--- src/rtl/plreg_skid_lanes.sv ---
// Multi-lane pipeline register with a two-entry skid buffer, group flush and per-lane kill.
// MAIN drives the outputs; SKID absorbs the beat accepted while MAIN stalls, so in_ready is a flop output.
module plreg_skid_lanes #(
  parameter int LANES = 2,
  parameter int WIDTH = 32
) (
  input  logic                   clk,
  input  logic                   rst,
  input  logic                   flush,
  input  logic [LANES-1:0]       kill,
  input  logic [LANES-1:0]       in_valid,
  input  logic [LANES*WIDTH-1:0] in_data,
  output logic                   in_ready,
  output logic [LANES-1:0]       out_valid,
  output logic [LANES*WIDTH-1:0] out_data,
  input  logic                   out_ready,
  output logic [1:0]             occupancy
);

  logic [LANES-1:0]       main_valid, skid_valid;
  logic [LANES-1:0]       main_valid_nxt, skid_valid_nxt;
  logic [LANES*WIDTH-1:0] main_data, skid_data;
  logic [LANES*WIDTH-1:0] main_data_nxt, skid_data_nxt;
  logic                   main_occ, skid_occ, in_fire, out_fire;

  // Stored payload is always zero in invalid lanes, so the head data can drive out_data directly.
  function automatic logic [LANES*WIDTH-1:0] lane_mask(input logic [LANES-1:0] v,
                                                       input logic [LANES*WIDTH-1:0] d);
    logic [LANES*WIDTH-1:0] r;
    r = '0;
    for (int i = 0; i < LANES; i++) begin
      if (v[i]) r[i*WIDTH +: WIDTH] = d[i*WIDTH +: WIDTH];
    end
    return r;
  endfunction

  assign main_occ  = |main_valid;
  assign skid_occ  = |skid_valid;
  assign in_ready  = ~skid_occ;
  assign in_fire   = (|in_valid) & in_ready;
  assign out_fire  = main_occ & out_ready;
  assign out_valid = main_valid;
  assign out_data  = main_data;
  assign occupancy = {1'b0, main_occ} + {1'b0, skid_occ};

  always_comb begin
    main_valid_nxt = main_valid;
    main_data_nxt  = main_data;
    skid_valid_nxt = skid_valid;
    skid_data_nxt  = skid_data;

    if (!main_occ || out_fire) begin
      if (skid_occ) begin
        main_valid_nxt = skid_valid;
        main_data_nxt  = skid_data;
      end else if (in_fire) begin
        main_valid_nxt = in_valid;
        main_data_nxt  = lane_mask(in_valid, in_data);
      end else begin
        main_valid_nxt = '0;
        main_data_nxt  = '0;
      end
      skid_valid_nxt = '0;
      skid_data_nxt  = '0;
    end else if (in_fire) begin
      skid_valid_nxt = in_valid;
      skid_data_nxt  = lane_mask(in_valid, in_data);
    end

    main_valid_nxt = main_valid_nxt & ~kill;
    skid_valid_nxt = skid_valid_nxt & ~kill;
    main_data_nxt  = lane_mask(main_valid_nxt, main_data_nxt);
    skid_data_nxt  = lane_mask(skid_valid_nxt, skid_data_nxt);

    // A kill can empty the head while SKID survives; keep the head slot filled.
    if (!(|main_valid_nxt) && (|skid_valid_nxt)) begin
      main_valid_nxt = skid_valid_nxt;
      main_data_nxt  = skid_data_nxt;
      skid_valid_nxt = '0;
      skid_data_nxt  = '0;
    end

    if (flush) begin
      main_valid_nxt = '0;
      main_data_nxt  = '0;
      skid_valid_nxt = '0;
      skid_data_nxt  = '0;
    end
  end

  always_ff @(posedge clk or negedge rst) begin
    if (!rst) begin
      main_valid <= '0;
      main_data  <= '0;
      skid_valid <= '0;
      skid_data  <= '0;
    end else begin
      main_valid <= main_valid_nxt;
      main_data  <= main_data_nxt;
      skid_valid <= skid_valid_nxt;
      skid_data  <= skid_data_nxt;
    end
  end

endmodule

--- config.mk ---
export PLATFORM = sky130hd
export DESIGN_NAME = plreg_skid_lanes
export DESIGN_NICKNAME = d
export VERILOG_FILES = /design/src/rtl/plreg_skid_lanes.sv
export SDC_FILE = /design/constraint.sdc
export NUM_CORES = 1
export LEC_CHECK = 0
export ABC_AREA = 1
export BUFFER_PORTS_ARGS = -buffer_cell sky130_fd_sc_hd__buf_2
export CAP_MARGIN = 20
export CORE_MARGIN = 1.5
export CORE_UTILIZATION = 43
export CTS_BUF_LIST = sky130_fd_sc_hd__clkbuf_4 sky130_fd_sc_hd__clkbuf_8
export DETAILED_ROUTE_END_ITERATION = 10
export HOLD_SLACK_MARGIN = 0.08
export PLACE_DENSITY = 0.76
export REMOVE_ABC_BUFFERS = 1
export SLEW_MARGIN = 20
export SYNTH_ARGS = -nofsm -noshare
export SYNTH_HDL_FRONTEND = slang
export SYNTH_SLANG_ARGS = --single-unit
--- constraint.sdc ---
create_clock -name clk -period 2.2 [get_ports clk]
set_input_delay 0.33 -clock clk [delete_from_list [all_inputs] [get_ports clk]]
set_output_delay 0.33 -clock clk [all_outputs]
set_load 0.1 [all_outputs]
Word level (Yosys, flattened, before mapping) --
Cells that the tools add are included.
Cells by class: add/sub/neg operators 1, multipliers 0, divide/modulo/power cells 0, magnitude comparators 0, equality and inequality tests 2, shifts and indexed selects 0, multiplexer cells 24, bitwise logic cells 6, reduce and logical (&&, ||, !) cells 9
Operators with widths (count):
- $mux 64 | 9
- $mux 32 | 6
- $mux 2 | 9
- $reduce_or 2->1 | 5
- $ne 4x3->1 const B | 2
- $and 2x2->2 | 2
- $add 1x1->2 | 1
- $and 1x1->1 | 2
- $logic_not 1->1 | 2
- $not 2->2 | 1
- $logic_and 1x1->1 | 1
- $logic_or 1x1->1 | 1
- $not 1->1 | 1
Storage, ports and cells: bits in registers 132, latch bits 0, bits in writable memories 0, memory bits (read-only) 0, bits of input ports 72, output and inout bits 69, word-level logic and storage cells 47, memories 0

Depth between registers and ports, before layout --
word-level depth 12, gate-level depth with buffers 12, gate-level depth less buffers 10

Worst setup path after synthesis --
OpenSTA, ideal clock, no wires.
path kind register to output, from register skid_valid[1], to output port occupancy[0], arrival time 2.569 ns, required time 1.870 ns, path slack -0.699 ns, cell stages (with the launch flop) 5, buffers on the path 1, path through dfrtp_1 -> nor2_2 -> inv_1 -> clkbuf_1 -> ha_1
On the way: word-level cells in the longest chain between the ends 2
RTL lines:
- from (decl) | RTL line 20 | logic [LANES-1:0] main_valid, skid_valid;
- from (signal assigned) | RTL line 100 | skid_valid <= skid_valid_nxt;
- $reduce_or 2->1 | RTL line 38 | assign skid_occ = |skid_valid;
- $add 1x1->2 | RTL line 44 | assign occupancy = {1'b0, main_occ} + {1'b0, skid_occ};
- to (decl) | RTL line 17 | output logic [1:0] occupancy
No other way between the ends.

Final worst setup path --
Ends and elaborated chain as after synthesis.

==> impl_metrics.py <==
metrics = {
    "place": {
        "dpl-instance-area_um2": 8500,
        "hpwlAfterDp_mm": 13.3,
        "gp_congestion": 0.832,
        "dpl.cell_count": 1411,
        "io_buffers": 140,
        "pre_cts_ws_ns": 0.111,
    },
    "routing": {
        "drc": 0,
        "firstDrtPassIters": 5,
        "vias": 7795,
        "ant_nets": 0,
        "wl_per_cell_um": 15.2,
        "viasPerCell": 5.40,
        "finalWirelength_mm": 21.9,
        "drt_iter0_drc": 789,
    },
    "min_path": {
        "min_path_type": "in -> reg",
    },
    "layout": {
        "drive_above_1_share": 0.190,
        "area_delta_synth_final_pct": 17.4,
        "nFillCells": 1687,
        "fin_cells": 1443,
        "fin_nets": 1279,
        "post-route-util": 0.516,
        "antenna_cells": 0,
        "fin_area_um2": 8890,
    },
    "global_route": {
        "grt_pass1_wl_mm": 36.1,
        "grt_max_degree": 65,
        "grt_pass1_vias": 7387,
        "grt_usage": 0.247,
        "grt-ovfl-total": 0,
        "antenna_found_initial": 0,
    },
    "floorplanning": {
        "ios": 141,
        "rows": 48,
        "die_h_um": 136,
        "start_util": 0.440,
        "dieArea_um2": 18400,
        "core_um2": 17200,
        "die_x_um": 136,
    },
    "yosys": {
        "yosys.area.top_type": "dfrtp_1",
        "synth.area.top_cells": "dfrtp_1 44%, nand2_1 19%, nand3_1 12%",
        "yosysSeqAreaShare": 0.436,
        "synth_enable_flop_cells": 0,
        "netlist_area_um2": 7580,
        "syn_avg_cell_area_um2": 6.89,
        "synthArstFlopShare": 1.00,
        "synth_warnings": 0,
        "synthFlopType": "dfrtp_1",
        "syn_inst": 1099,
        "yosysUniqueCellTypes": 24,
        "synth_top_area_frac": 0.436,
        "ys_seq_elements": 132,
    },
    "timing": {
        "setup_slack_ns": 0.136,
        "max_slew_margin": 0.475,
        "fin_skew_ns": 0.00898,
        "slew_violations": 0,
        "final-hold-violation-count": 0,
        "fin_crit_sh": 0.938,
        "period_minus_slack_ns": 2.06,
        "max_freq_ghz": 0.484,
        "rsz0062_at_grt": "false",
        "tightest_slew_ns": 0.787,
        "setup_violations": 0,
        "whs_ns": 0.139,
    },
    "worst_setup_path": {
        "worstPathArrival_ns": 1.73,
        "critical-path-max-stage-delay_ns": 0.47,
        "worstPathRequired_ns": 1.87,
        "cp_cell_sequence": "nor2_4, inv_2, ha_1, buf_12",
        "end_kind": "output port",
        "critPathLaunchType": "register",
        "crit_path_top_delay_cell": "dfrtp_1",
        "timing.critical_path.buf_inv": 2,
        "crit_path_max_fanout": 5,
        "crit_family": "flip-flops",
        "crit_type": "reg -> out",
    },
    "job": {
        "drv_cap": 0,
    },
    "pwr": {
        "power.density_nw_per_um2": 631,
        "irDropWorstVdd_v": 0.000418,
        "leakage_nw": 4.73,
    },
    "clock_tree": {
        "cts_num_sinks": 132,
        "cts_tree": "done",
        "postCtsSetupBuffers": 0,
        "insertion_delay_ns": 0.46,
        "cts_max_level": 4,
        "cts.clk_slew.worst_paths_ns": 0.07,
        "cts_buffer_depth": 2,
        "cts_root_buffer": "clkbuf_8",
        "cts_buffers": 17,
    },
    "run_status": {
        "run_status": "finished, final reports clean",
    },
}
path summary, 6_finish.rpt:
check | startpoint | end | cells past startpoint | slack, ns
worst max-delay path | skid_valid[1] | occupancy[0] | 4 | 0.14
worst min-delay path | flush | out_valid[1] | 2 | 0.14
worst max register to register | skid_valid[1] | out_data[51] | 9 | 0.27
worst min register to register | out_data[21] | out_data[21] | 2 | 0.47
max in group asynchronous | rst | skid_data[25] | 3 | 1.21
min in group asynchronous | rst | out_data[20] | 2 | 0.30
layout by cell type, fill, tap and decap left out, types with 5 or more instances in the layout:
cell type	Yosys	layout
buf_12	0	9
buf_2	37	137
buf_4	8	22
clkbuf_8	0	23
dfrtp_1	132	132
inv_1	76	75
inv_2	4	5
nand2_1	392	390
nand2_2	5	6
nand3_1	185	185
nand3_2	11	10
nor2_1	69	67
o21ai_0	129	129
state kept, by name (all words and copies together) (netlist names):
register / flops
skid_data: 64
skid_valid: 2
out_data: 64
out_valid: 2
layout make-up:
type	instances	area (µm²)	area share
tap	225	282	0.0317
clock buffer	27	347	0.0390
timing repair buffer	170	1050	0.118
sequential	132	3300	0.371
inverter	80	300	0.0338
clock inverter	4	20.0	0.00225
multi-input combinational	805	3590	0.404
what timing repair did:
item | in CTS | in global routing
endpoints found under the hold margin | 73 | 0
gates resized for setup | 0 | 3
endpoints found under the setup margin | 0 | 18
hold buffers | 1 | 0
kinds of logic after synthesis:
| family | Yosys count | share of synthesized area |
|---|---|---|
| adder cells (fa/ha/maj) | 1 | 0.00165 |
| AND/OR/NAND/NOR | 668 | 0.375 |
| flip-flops | 132 | 0.436 |
| buffers and inverters | 162 | 0.0963 |
| AO/OA/AOI/OAI | 136 | 0.0912 |
stage by stage:
stage	power (W)	TNS [ns]
global route	0.00584	0
detailed placement	0.00372	0
finish	0.00561	0
floorplan	0.00330	-196.39
global placement	0.00371	0
CTS	0.00563	0
metal layers:
metal  vias up  global-route usage  part of all wire
met5         -                   0                 0
met4         0              0.0783             0.012
met3        25              0.0513             0.088
met2       381               0.396              0.47
met1      3666               0.333              0.43
li1       3723                   -                 -
where the power goes:
group          leakage, nW  internal [W]  switching [W]
combinational         2.70      0.000268       0.000913
clock                0.199      0.000997       0.000933
sequential            1.83       0.00247      0.0000290
total                 4.73       0.00374        0.00187
synthesized netlist by cell type, types with 3 or more instances:
master    instances
inv_1            76
o21ai_0         129
buf_2            37
dfrtp_1         132
nor2_2            3
buf_6             6
a21oi_1           3
nand3_2          11
buf_4             8
nand2_1         392
buf_1             6
nand2_2           5
inv_2             4
nor2_1           69
nand3_1         185
clkbuf_1         25
No activity file was read; power rests on OpenSTA's default activity.
